==> config.mk <==
export PLATFORM = sky130hd
export DESIGN_NAME = imem_fetch_ctrl
export DESIGN_NICKNAME = d
export VERILOG_FILES = /design/src/rtl/imem_fetch_ctrl.sv
export SDC_FILE = /design/constraint.sdc
export NUM_CORES = 1
export LEC_CHECK = 0
export CAP_MARGIN = 20
export CORE_MARGIN = 10
export CORE_UTILIZATION = 35
export CTS_CLUSTER_SIZE = 16
export DETAILED_ROUTE_END_ITERATION = 12
export MAX_ROUTING_LAYER = met4
export PLACE_DENSITY = 0.83
export SLEW_MARGIN = 20
export SYNTH_ARGS = -nofsm -noshare
export SYNTH_HDL_FRONTEND = slang
export SYNTH_SLANG_ARGS = --single-unit
==> constraint.sdc <==
create_clock -name clk -period 6.3 [get_ports clk]
set_clock_uncertainty 0.15 [all_clocks]
set_input_delay 0.945 -clock clk [delete_from_list [all_inputs] [get_ports clk]]
set_output_delay 0.945 -clock clk [all_outputs]
set_load 0.005 [all_outputs]
==> src/rtl/imem_fetch_ctrl.sv <==
// rtl/imem_fetch_ctrl.sv - instruction fetch sequencer with loader port arbitration
module imem_fetch_ctrl #(
  parameter logic [31:0] RESET_PC  = 32'd0,
  parameter int          MEM_BYTES = 24
) (
  input  logic        clk,
  input  logic        reset,
  input  logic        start,
  input  logic        load_we,
  input  logic [31:0] load_addr,
  input  logic [31:0] load_wdata,
  output logic [31:0] imem_addr,
  output logic        imem_we,
  output logic [31:0] imem_wdata,
  input  logic [31:0] imem_rdata,
  input  logic        redirect_valid,
  input  logic [31:0] redirect_pc,
  output logic        out_valid,
  input  logic        out_ready,
  output logic [31:0] out_instr,
  output logic [31:0] out_pc,
  output logic        done,
  output logic        fault
);

  localparam logic [31:0] LAST_PC = 32'(MEM_BYTES - 4);

  localparam logic [1:0] S_IDLE  = 2'd0;
  localparam logic [1:0] S_FETCH = 2'd1;
  localparam logic [1:0] S_DONE  = 2'd2;
  localparam logic [1:0] S_ERR   = 2'd3;

  logic [1:0]  state;
  logic [31:0] pc;
  logic        pc_in_range;
  logic        slot_free;
  logic        redirect_ok;

  assign pc_in_range = (pc <= LAST_PC);
  assign slot_free   = !out_valid || out_ready;
  assign redirect_ok = (redirect_pc[1:0] == 2'b00) && (redirect_pc <= LAST_PC);

  // The loader owns the memory port only while idle; fetch owns it otherwise.
  always_comb begin
    imem_addr  = pc;
    imem_we    = 1'b0;
    imem_wdata = 32'd0;
    if (state == S_IDLE) begin
      imem_addr  = load_addr;
      imem_we    = load_we;
      imem_wdata = load_wdata;
    end
  end

  always_ff @(posedge clk) begin
    if (reset) begin
      state     <= S_IDLE;
      pc        <= RESET_PC;
      out_valid <= 1'b0;
      out_instr <= 32'd0;
      out_pc    <= 32'd0;
      done      <= 1'b0;
      fault     <= 1'b0;
    end else begin
      case (state)
        S_IDLE: begin
          if (start) begin
            state <= S_FETCH;
            pc    <= RESET_PC;
          end
        end
        S_FETCH: begin
          // A redirect flushes the pending word even if decode is taking it now.
          if (redirect_valid) begin
            out_valid <= 1'b0;
            if (redirect_ok) begin
              pc <= redirect_pc;
            end else begin
              fault <= 1'b1;
              state <= S_ERR;
            end
          end else if (slot_free) begin
            if (pc_in_range) begin
              out_instr <= imem_rdata;
              out_pc    <= pc;
              out_valid <= 1'b1;
              pc        <= pc + 32'd4;
            end else begin
              out_valid <= 1'b0;
              done      <= 1'b1;
              state     <= S_DONE;
            end
          end
        end
        default: begin
          if (start) begin
            done  <= 1'b0;
            fault <= 1'b0;
            pc    <= RESET_PC;
            state <= S_FETCH;
          end
        end
      endcase
    end
  end

endmodule

==> implementation parameters <==
Parameter                              Value

Route
  Mean routed wirelength per cell    ~19 um
  Routed via count    between 4000 and 5000
  Total iterations of the first detailed-routing run    4
  Detail Route Antenna Nets    0
  Total routed wirelength    approximately 16000 um
  Average vias per placed instance    slightly below 5
  Initial detailed-routing violation count    around 190
  Total DRC errors in the routed layout    0

Synthesis
  Async set-or-reset flop fraction in the synthesized netlist    0%
  Number of synthesized flops with an enable pin    0
  #FFs+latches synth    around 100
  Share of the yosys chip area belonging to registers    roughly 46%
  Area fraction of the dominant cell type after synthesis    a little under half
  Mapped cell area    0.00442 mm2
  Cells after synthesis    between 400 and 500
  Ys flop type    sky130_fd_sc_hd__dfxtp_1
  Synth cell types    49
  Syn Area/Cell    slightly below 10 um2
  Post-synthesis cell type with the largest combined area    sky130_fd_sc_hd__dfxtp_1
  YS warnings    0
  Synth area leaders    sky130_fd_sc_hd__dfxtp_1, sky130_fd_sc_hd__and2_1, sky130_fd_sc_hd__mux2i_1, sky130_fd_sc_hd__mux2_2, sky130_fd_sc_hd__nor2_1
  Net count of the mapped netlist    slightly below 600

Critical path
  Maximum fanout encountered on the critical timing path    68
  Critical path start-end classification    register to primary output
  Worst EP arrival    2340 ps
  Kind of end point of the critical path    primary output
  Setup crit start kind    register
  Cells on worst reg2reg path    8
  Required time at the worst-slack endpoint    around 5200 ps

Pwr
  Maximum VDD drop    around 0.14 mV
  Total power consumption of the routed design    ~1.6 mW
  Power per standard cell area    215 mW/mm2
  Leakage dissipation    2.88 nW

CTS
  CTS tree    built
  Latest clock arrival within the worst-skew pair    ~340 ps
  Largest buffer count on any clock path    2
  Total CTS buffers    9
  Number of H-tree branching levels    3
  Number of cells upsized or downsized after cts    0
  Cts-stage hold buffer count    0
  Root buffer cell    sky130_fd_sc_hd__clkbuf_16
  Clk pin slew, worst setup/hold paths    roughly 70 ps
  Clk sinks    101
  Number of buffers inserted to repair setup after CTS    0

Outcome
  Outcome    completed

Floorplanning
  Die area    0.0175 mm2
  Die height    around 130 um
  Placeable core region    between 0.01 and 0.015 mm2
  Site row count    40
  Die Span X    132 um
  IO Pins    between 200 and 300
  Starting Density    between 30% and 40%

Cells and area
  Signed area change from the synthesized netlist to the final layout    69.8%
  Share of post-route cells with drive strength above 1    8.33%
  Final #Nets    840
  Cell Count, Final, Fillers Out    between 800 and 900

Job
  Max-cap violation count    0

STA
  Min setup slack post-route    ~2900 ps
  Final critical path time including I/O delays and setup    between 3000 and 4000 ps
  Final setup fails    0
  Max_slew headroom    approximately 33%
  Final cycle utilization of the critical path    54.5%
  Final max-slew violation count    0
  Setup repair after global routing missed its margin    false
  Min Hold Slack    just over 300 ps
  Max Clock Freq    ~0.3 GHz
  Setup tns final    0 ps
  Transition time at the pin with the least slew margin    between 1000 and 1500 ps
  Total count of hold-check failures in the final report    0

GRT
  Global-route wire length before repair    25300 um
  Largest net degree at the start of global routing    between 60 and 70
  Via count of the first global-routing pass    approximately 4600
  GRT Overall Usage    a little under a fifth
  Initial antenna violation count    1
  Remaining global-route overflow    0

Place
  Final weighted congestion of routability-driven global placement    0.877
  Count of placed standard cells including taps    860
  Port Buffers    265
  Detail Placement HPWL    about 13000 um
  Placement-stage worst setup slack    2360 ps

Hold path
  Classification of the worst-slack hold path    register to register
  Instance count along the most critical hold path    1
cells in the mapped netlist (2+ instances only):
master                     instances
sky130_fd_sc_hd__o21a_1            3
sky130_fd_sc_hd__clkbuf_1         17
sky130_fd_sc_hd__a221oi_1          5
sky130_fd_sc_hd__o221a_2           3
sky130_fd_sc_hd__a41o_1            2
sky130_fd_sc_hd__nand4_1           5
sky130_fd_sc_hd__mux2i_1          40
sky130_fd_sc_hd__dfxtp_1         101
sky130_fd_sc_hd__inv_1            12
sky130_fd_sc_hd__nand3_1           3
sky130_fd_sc_hd__nor3_1            6
sky130_fd_sc_hd__nor4_1           12
sky130_fd_sc_hd__a21o_1            2
sky130_fd_sc_hd__buf_2             5
sky130_fd_sc_hd__nand2_1          15
sky130_fd_sc_hd__xor2_1            2
sky130_fd_sc_hd__and4_1            6
sky130_fd_sc_hd__nor2b_1           2
sky130_fd_sc_hd__o21ai_0          12
sky130_fd_sc_hd__and2_1           73
sky130_fd_sc_hd__and3_1           13
sky130_fd_sc_hd__a21oi_1           8
sky130_fd_sc_hd__buf_8             2
sky130_fd_sc_hd__o211a_1           2
sky130_fd_sc_hd__mux2_2           25
sky130_fd_sc_hd__nor2_1           46
sky130_fd_sc_hd__ha_1              3
sky130_fd_sc_hd__o31ai_1           3
sky130_fd_sc_hd__a221o_1           2
per-stage QoR:
step           util [%]  cell area [um2]
3_3_place_gp       58.9             7170
5_1_grt            61.7             7500
3_5_place_dp       58.9             7170
4_1_cts            61.6             7500
2_1_floorplan         -             4420
6_report           61.7             7500
metal layers:
metal,global-route usage (%),vias up,wire length (um)
li1,-,2083,-
met1,19.4,1955,6590
met2,31.2,212,7970
met3,7.74,14,1600
met4,4.65,0,229
met5,-,-,0
flip-flops by register name (all words and copies together) (netlist names):
register / cells
out_instr: 32
out_pc: 32
pc: 32
state: 2
done: 1
fault: 1
out_valid: 1
layout by cell type, fill, tap and decap left out, types with 5 or more instances in the layout:
cell / synthesis / final
sky130_fd_sc_hd__nor3_1: 6 / 6
sky130_fd_sc_hd__o21ai_0: 12 / 12
sky130_fd_sc_hd__inv_1: 12 / 12
sky130_fd_sc_hd__nand2_1: 15 / 15
sky130_fd_sc_hd__dfxtp_1: 101 / 101
sky130_fd_sc_hd__nand4_1: 5 / 5
sky130_fd_sc_hd__clkdlybuf4s50_1: 0 / 264
sky130_fd_sc_hd__nor2_1: 46 / 44
sky130_fd_sc_hd__and4_1: 6 / 6
sky130_fd_sc_hd__mux2i_1: 40 / 40
sky130_fd_sc_hd__nor4_1: 12 / 12
sky130_fd_sc_hd__clkbuf_16: 0 / 9
sky130_fd_sc_hd__mux2_2: 25 / 25
sky130_fd_sc_hd__and3_1: 13 / 13
sky130_fd_sc_hd__a21oi_1: 8 / 8
sky130_fd_sc_hd__and2_1: 73 / 73
sky130_fd_sc_hd__a221oi_1: 5 / 5
power breakdown:
group	internal (mW)	leakage (nW)	switching [mW]	total (mW)
logic	0.214	1.90	0.125	0.339
registers	0.652	0.816	0.0117	0.664
clock network	0.354	0.160	0.253	0.607
worst paths after layout:
path                           startpoint                      end  slack, ps
setup / recovery    state[1]$_SDFFE_PP0P_            imem_addr[27]       2870
hold reg to reg   out_pc[20]$_SDFFE_PP0P_  out_pc[20]$_SDFFE_PP0P_        310
hold / removal    out_pc[20]$_SDFFE_PP0P_  out_pc[20]$_SDFFE_PP0P_        310
setup reg to reg       pc[3]$_SDFFE_PP0P_  out_pc[11]$_SDFFE_PP0P_       3400
final cells by class:
| type | count | area, um2 |
|---|---|---|
| antenna | 1 | 2.50 |
| clock buffer | 9 | 225 |
| clock inverter | 7 | 104 |
| fill | 997 | 4660 |
| inverter | 12 | 45.0 |
| multi-input combinational | 311 | 2220 |
| sequential | 101 | 2020 |
| tap | 168 | 210 |
| timing repair buffer | 268 | 2670 |
kinds of logic after synthesis:
kind of cell	synth area share [%]
and+or+nand+nor	24.4
buffers and inverters	4.14
muxes	15.4
adders and majority gates	0.850
xor gates and xnor gates	0.397
DFF	45.8
AOI/OAI and AO/OA	8.95
worst max-delay path, stage by stage (launching register included):
cell and delay (ps):
sky130_fd_sc_hd__dfxtp_1 400, sky130_fd_sc_hd__nor2_4 180, sky130_fd_sc_hd__buf_4 520, sky130_fd_sc_hd__mux2_2 400, sky130_fd_sc_hd__clkdlybuf4s50_1 480
No activity file was read; power rests on OpenSTA's default activity.
